`src/rtl/hilo_muldiv.sv`:
```
// HI/LO register pair with an iterative shift-add multiplier / restoring divider.
// Optional MADD/MSUB accumulation into HI/LO is enabled by defining HILO_MADD_EN.
module hilo_muldiv #(
  parameter int unsigned W = 32,
  localparam int unsigned CNT_W = $clog2(W) + 1
) (
  input  logic         clk,
  input  logic         reset,
  input  logic         op_valid,
  input  logic [2:0]   op,
  input  logic [W-1:0] src_a,
  input  logic [W-1:0] src_b,
  output logic         op_ready,
  input  logic         flush,
  output logic         busy,
  output logic         done,
  input  logic [1:0]   ren,
  output logic [W-1:0] rdata,
  output logic [W-1:0] hi,
  output logic [W-1:0] lo
);

  typedef enum logic [1:0] {StIdle, StMul, StDiv, StFix} state_e;

  localparam logic [2:0] OpMult  = 3'b000;
  localparam logic [2:0] OpMultu = 3'b001;
  localparam logic [2:0] OpDiv   = 3'b010;
  localparam logic [2:0] OpDivu  = 3'b011;
  localparam logic [2:0] OpMthi  = 3'b100;
  localparam logic [2:0] OpMtlo  = 3'b101;
`ifdef HILO_MADD_EN
  localparam logic [2:0] OpMadd  = 3'b110;
  localparam logic [2:0] OpMsub  = 3'b111;
`endif

  state_e           state_q, state_d;
  logic [CNT_W-1:0] cnt_q, cnt_d;
  logic [2*W-1:0]   acc_q, acc_d;
  logic [W-1:0]     opnd_q, opnd_d;
  logic [W-1:0]     a_q, a_d;
  logic [2:0]       op_q, op_d;
  logic             neg_q, neg_d;
  logic             rneg_q, rneg_d;
  logic             dz_q, dz_d;
  logic [W-1:0]     hi_q, hi_d;
  logic [W-1:0]     lo_q, lo_d;

  logic           accept;
  logic           is_signed;
  logic [W-1:0]   mag_a, mag_b;
  logic [W:0]     mul_sum;
  logic [W:0]     div_trial;
  logic [2*W-1:0] prod_s;
  logic [W-1:0]   quo, rem, div_lo, div_hi;

  assign op_ready = (state_q == StIdle);
  assign busy     = (state_q != StIdle);
  assign done     = (state_q == StFix) && !flush;
  assign accept   = op_valid && op_ready && !flush;

  assign is_signed = !(op == OpMultu || op == OpDivu);
  assign mag_a     = (is_signed && src_a[W-1]) ? -src_a : src_a;
  assign mag_b     = (is_signed && src_b[W-1]) ? -src_b : src_b;

  // acc holds {partial, multiplier} for MUL and {remainder, dividend/quotient} for DIV.
  assign mul_sum   = {1'b0, acc_q[2*W-1:W]} + (acc_q[0] ? {1'b0, opnd_q} : {(W+1){1'b0}});
  assign div_trial = acc_q[2*W-1:W-1] - {1'b0, opnd_q};

  assign prod_s = neg_q ? -acc_q : acc_q;
  assign quo    = acc_q[W-1:0];
  assign rem    = acc_q[2*W-1:W];
  assign div_lo = dz_q ? {W{1'b1}} : (neg_q ? -quo : quo);
  assign div_hi = dz_q ? a_q : (rneg_q ? -rem : rem);

  assign hi    = hi_q;
  assign lo    = lo_q;
  assign rdata = ({W{ren[0]}} & lo_q) | ({W{ren[1]}} & hi_q);

  always_comb begin
    state_d = state_q;
    cnt_d   = cnt_q;
    acc_d   = acc_q;
    opnd_d  = opnd_q;
    a_d     = a_q;
    op_d    = op_q;
    neg_d   = neg_q;
    rneg_d  = rneg_q;
    dz_d    = dz_q;
    hi_d    = hi_q;
    lo_d    = lo_q;
    unique case (state_q)
      StIdle: begin
        if (accept) begin
          op_d   = op;
          a_d    = src_a;
          cnt_d  = CNT_W'(W);
          neg_d  = is_signed && (src_a[W-1] ^ src_b[W-1]);
          rneg_d = is_signed && src_a[W-1];
          dz_d   = (src_b == '0);
          case (op)
`ifdef HILO_MADD_EN
            OpMult, OpMultu, OpMadd, OpMsub: begin
`else
            OpMult, OpMultu: begin
`endif
              state_d = StMul;
              opnd_d  = mag_a;
              acc_d   = {{W{1'b0}}, mag_b};
            end
            OpDiv, OpDivu: begin
              state_d = StDiv;
              opnd_d  = mag_b;
              acc_d   = {{W{1'b0}}, mag_a};
            end
            OpMthi:  hi_d = src_a;
            OpMtlo:  lo_d = src_a;
            default: ;
          endcase
        end
      end
      StMul: begin
        if (flush) begin
          state_d = StIdle;
        end else begin
          acc_d = {mul_sum, acc_q[W-1:1]};
          cnt_d = cnt_q - CNT_W'(1);
          if (cnt_q == CNT_W'(1)) state_d = StFix;
        end
      end
      StDiv: begin
        if (flush) begin
          state_d = StIdle;
        end else begin
          if (!div_trial[W]) acc_d = {div_trial[W-1:0], acc_q[W-2:0], 1'b1};
          else               acc_d = {acc_q[2*W-2:0], 1'b0};
          cnt_d = cnt_q - CNT_W'(1);
          if (cnt_q == CNT_W'(1)) state_d = StFix;
        end
      end
      StFix: begin
        state_d = StIdle;
        if (!flush) begin
          case (op_q)
            OpDiv, OpDivu: begin
              hi_d = div_hi;
              lo_d = div_lo;
            end
`ifdef HILO_MADD_EN
            OpMadd:  {hi_d, lo_d} = {hi_q, lo_q} + prod_s;
            OpMsub:  {hi_d, lo_d} = {hi_q, lo_q} - prod_s;
`endif
            default: {hi_d, lo_d} = prod_s;
          endcase
        end
      end
      default: state_d = StIdle;
    endcase
  end

  always_ff @(posedge clk or posedge reset) begin
    if (reset) begin
      state_q <= StIdle;
      cnt_q   <= '0;
      acc_q   <= '0;
      opnd_q  <= '0;
      a_q     <= '0;
      op_q    <= '0;
      neg_q   <= 1'b0;
      rneg_q  <= 1'b0;
      dz_q    <= 1'b0;
      hi_q    <= '0;
      lo_q    <= '0;
    end else begin
      state_q <= state_d;
      cnt_q   <= cnt_d;
      acc_q   <= acc_d;
      opnd_q  <= opnd_d;
      a_q     <= a_d;
      op_q    <= op_d;
      neg_q   <= neg_d;
      rneg_q  <= rneg_d;
      dz_q    <= dz_d;
      hi_q    <= hi_d;
      lo_q    <= lo_d;
    end
  end

endmodule

```
`config.mk`:
```
export PLATFORM = sky130hd
export DESIGN_NAME = hilo_muldiv
export DESIGN_NICKNAME = d
export VERILOG_FILES = /design/src/rtl/hilo_muldiv.sv
export SDC_FILE = /design/constraint.sdc
export NUM_CORES = 1
export LEC_CHECK = 0
export CAP_MARGIN = 10
export CORE_MARGIN = 2
export CORE_UTILIZATION = 36
export CTS_CLUSTER_SIZE = 10
export DETAILED_ROUTE_END_ITERATION = 8
export PLACE_DENSITY = 0.63
export SLEW_MARGIN = 25
export SYNTH_ARGS = -nofsm -noshare
export SYNTH_HDL_FRONTEND = slang
export SYNTH_SLANG_ARGS = --single-unit
export TNS_END_PERCENT = 30
```
`constraint.sdc`:
```
create_clock -name clk -period 17.9 [get_ports clk]
set_clock_uncertainty 0.2 [all_clocks]
set_input_delay 2.685 -clock clk [delete_from_list [all_inputs] [get_ports clk]]
set_output_delay 2.685 -clock clk [all_outputs]
set_load 0.01 [all_outputs]
```
==> Yosys cells after proc, flatten, opt, wreduce, memory -nomap -nowiden <==
Index checks and enable logic that the tools add are counted.
Widths: inputs -> output; s select.
{ "op_classes": {"add_sub_neg": 8, "multipliers": 0, "n_div": 0, "magnitude_cmp": 0, "eq_ne": 20, "shift": 0, "mux": 33, "n_bitwise": 4, "reduce_logical": 28} }
{ "op_table": {"columns": ["cell", "n"], "rows": [
  ["$mux 32", 15],
  ["$mux 64", 5],
  ["$pmux 32 s2", 3],
  ["$pmux 64 s3", 1],
  ["$neg 32->32", 4],
  ["$pmux 64 s2", 1],
  ["$and 32x32->32", 2],
  ["$neg 64->64", 1],
  ["$add 32x32->33", 1],
  ["$sub 33x32->33", 1],
  ["$logic_not 32->1", 1],
  ["$or 32x32->32", 1],
  ["$eq 3x2->1 const B", 4],
  ["$mux 6", 2],
  ["$pmux 6 s2", 1],
  ["$reduce_and 3->1", 3],
  ["$ne 2x2->1 const B", 4],
  ["$reduce_and 4->1", 2],
  ["$reduce_bool 2->1", 4],
  ["$reduce_or 2->1", 4],
  ["$eq 3x3->1 const B", 2],
  ["$eq 6x1->1 const B", 1],
  ["$logic_and 1x1->1", 6],
  ["$mux 2", 3],
  ["16 further kinds", 21]
]} }
{ "word_totals": {"register_bits": 206, "latch_bits": 0, "ram_bits": 0, "mem_bits_ro": 0, "inputBits": 73, "output_inout_bits": 99, "word_cells": 104, "n_memories": 0} }

==> Depth between registers and ports, before layout <==
{ "logic_depth": {"depth_word": 8, "mapped_depth": 16, "ltp_nobuf": 13} }

==> Least setup slack after synthesis <==
Ideal clock, no wire load.
{ "synth_timing": {"path_type": "input-to-output", "startpoint": "input ren[0]", "endpoint": "output rdata[31]", "arrival_ps": 3173, "t_required_ps": 15015, "path_slack_ps": 11842, "cell_stages": 2, "path_buffers": 1, "cell_sequence": "clkbuf_1 a22o_1"} }
{ "synth_via": {"elab_chain_len": 2} }
{ "synth_rtl": {"columns": ["item", "line_no", "source"], "rows": [
  ["from (decl)", "17", "input logic [1:0] ren,"],
  ["$and 32x32->32", "77", "assign rdata = ({W{ren[0]}} & lo_q) | ({W{ren[1]}} & hi_q);"],
  ["$or 32x32->32", "77", null],
  ["to (decl)", "18", "output logic [W-1:0] rdata,"]
]} }
No other way between the ends.

==> Final worst setup path <==
{ "layout_timing": {"startpoint": "input flush", "endpoint": "output done"} }
{ "layout_via": {"elab_chain_len": 2} }
{ "layout_rtl": {"columns": ["item", "line_no", "source"], "rows": [
  ["from (decl)", "14", "input logic flush,"],
  ["$logic_not 1->1", null, null],
  ["$logic_and 1x1->1", "58", "assign done = (state_q == StFix) && !flush;"],
  ["to (decl)", "16", "output logic done,"]
]} }
No other way between the ends.

==> flow_summary.toml <==
[setup_path]
cp_data_required_time_ps = 15010
rrSetupSlack_ps = 12900
critPathMostFrequentCell = "clkdlybuf4s50_1"
critical_path.endpoint_type = "output port"
reg2regPathDepth = 14
start_kind = "input pin"
cp_slowest_cell = "clkdlybuf4s50_1"
reg2reg_to = "acc_q[32]"
max_stage_delay_ps = 620
r2r-start = "acc_q[31]"
critPathArrivalTime_ps = 4050
critical_path_class = "in2out"
path_max_fanout = 7
worstPathCellList = "clkdlybuf4s50_1, nor2b_1, clkdlybuf4s50_1"

[placement]
dpl.cell_count = 2969
port_buffers = 171
hpwl_um = 51500
gp_congestion = 0.937

[timing]
setup_viol = 0
drv_slew = 0
layout_min_cycle_time_ps = 6930
finalSetupTns_ps = 0
max_freq_mhz = 144
timing.final.crit_share = 0.387
tightest_slew_ps = 1070
rsz0062_at_grt = "false"
hold_viol_final = 0
slew_headroom = 0.285

[grt]
antenna_found_initial = 2
grt_overflow_total = 0
grt_max_degree = 92
grt_pass1_vias = 16831
track_usage = 0.264
grt_pass1_wl_um = 103000

[pwr]
p_per_area_nw_per_um2 = 209
p_leak_nw = 8.65
ir_drop_v = 0.000110

[synth]
ys.flop_type = "dfrtp_1"
async_reset_ff_frac = 1.00
synthCells = 2275
ys_types = 84
syn_area_um2 = 17700
synth_edf_count = 0
synth-seq-cells = 205
syn_area_per_cell_um2 = 7.77
yosysWarnings = 0
ys_seq_area_frac = 0.290
synthesis.nets = 2424

[final_layout]
num-nets-final = 2482
final_common_cell = "o21ai_0"
final_cell_mix = "o21ai_0, nand2_1, dfrtp_1, nor2_1, a21oi_1"
nFillCells = 4953
layout-drive-gt1-share = 0.0598
finalNonFillerCells = 3008
synthToLayoutAreaGrowth_pct = 16.7

[floorplan]
die_area_um2 = 50900
rows = 81
io_pins = 172
fp.dieW_um = 226
start_util = 0.363
core_area_um2 = 48700
die-height_um = 226

[routing]
wire_per_inst_um = 22.7
drtIter0Drc = 1834
vias = 18001
drt_pass1_iterations = 6
routed_wl_um = 68200
avgViaCountPerCell = 5.98
detail-route-antenna-nets = 0
drc = 0

[outcome]
status = "finished, final reports clean"

[clocking]
clk_latency_ps = 560
post_cts_buffers = 0
clk_pin_slew_ps = 60
h-tree-depth = 1
cts_max_path_buffers = 3
numCtsBuffers = 26
cts_tree = "done"
cts-root-buf = "clkbuf_16"
ctsResizeCount = 0
cts.sinks = 205
cts_hold_buf = 0

[hold_path]
holdPathStages = 2
whs_endpoint = "a_q[7]"
worstHoldStart = "a_q[7]"
min_path_type = "reg2reg"

[flow_run]
maxCapViolCount = 0
stage by stage:
step                      utilization  cell area (um^2)  hold slack (ps)  power (W)  worst slack (ps)
final                           0.423             20600              280    0.00431             10970
after global routing            0.423             20600              310    0.00463             10950
after CTS                       0.423             20600              284    0.00426             10270
after detailed placement        0.407             19800              271    0.00373             10270
after global placement          0.407             19800              261    0.00369             10340
after floorplan                     -             17700              245    0.00280              9420
where the power goes:
part | internal, W | leakage [nW] | total, W | switching [W]
Combinational | 0.00112 | 5.68 | 0.00280 | 0.00168
Clock | 0.000304 | 0.386 | 0.000516 | 0.000212
Sequential | 0.000682 | 2.58 | 0.000995 | 0.000314
worst max path at each step:
stage	start	to
floorplan	reset	a_q[0]
global placement	ren[0]	rdata[21]
global route	flush	done
finish	flush	done
detailed placement	ren[0]	rdata[19]
CTS	ren[0]	rdata[19]
registers in the layout, indices dropped and copies added (netlist names), 2 cells and up:
name     cells
opnd_q      32
acc_q       64
cnt_q        6
hi          32
state_q      2
a_q         32
lo          32
op_q         2
Yosys cell counts, types with 41 or more instances:
cell / number / area, um^2
o21ai_0: 263 / 1320
nand2_1: 262 / 983
dfrtp_1: 205 / 5130
nor2_1: 200 / 751
a21oi_1: 173 / 866
clkbuf_1: 152 / 571
xnor2_1: 110 / 963
ha_1: 74 / 926
inv_1: 68 / 255
xor2_1: 63 / 552
a22o_1: 46 / 403
mux2i_1: 41 / 410
layout make-up:
type,instances,area [um^2],share of cell area
flip-flops and latches,205,5130,0.249
repair buffers,204,1950,0.0945
well taps,664,831,0.0403
diodes,2,5.00,0.000243
multi-input cells,1826,11700,0.565
clock inverters,7,121,0.00588
clock buffers,30,666,0.0323
inverters,70,270,0.0131
cells by family (layout without fill, tap and decap cells):
family / after synthesis / after routing / share of synthesized area
compound gates: 806 / 806 / 0.287
other cells: 0 / 2 / 0
xor+xnor: 173 / 173 / 0.0857
flops: 205 / 205 / 0.290
mux: 74 / 74 / 0.0444
simple gates: 697 / 697 / 0.185
buf+inv: 244 / 311 / 0.0529
fa+ha+maj: 76 / 76 / 0.0546
critical path, delay by kind of cell:
| kind | cells | cell delay [ps] |
|---|---|---|
| simple gates | 1 | 190 |
| buf+inv | 2 | 1170 |
routing by layer:
metal / GRT usage / routed length (um)
met2: 0.401 / 29400
met3: 0.0429 / 6070
met5: 0 / 0
met1: 0.377 / 30400
met4: 0.0916 / 2310
Note: power is estimated with default switching activity, not from simulation.
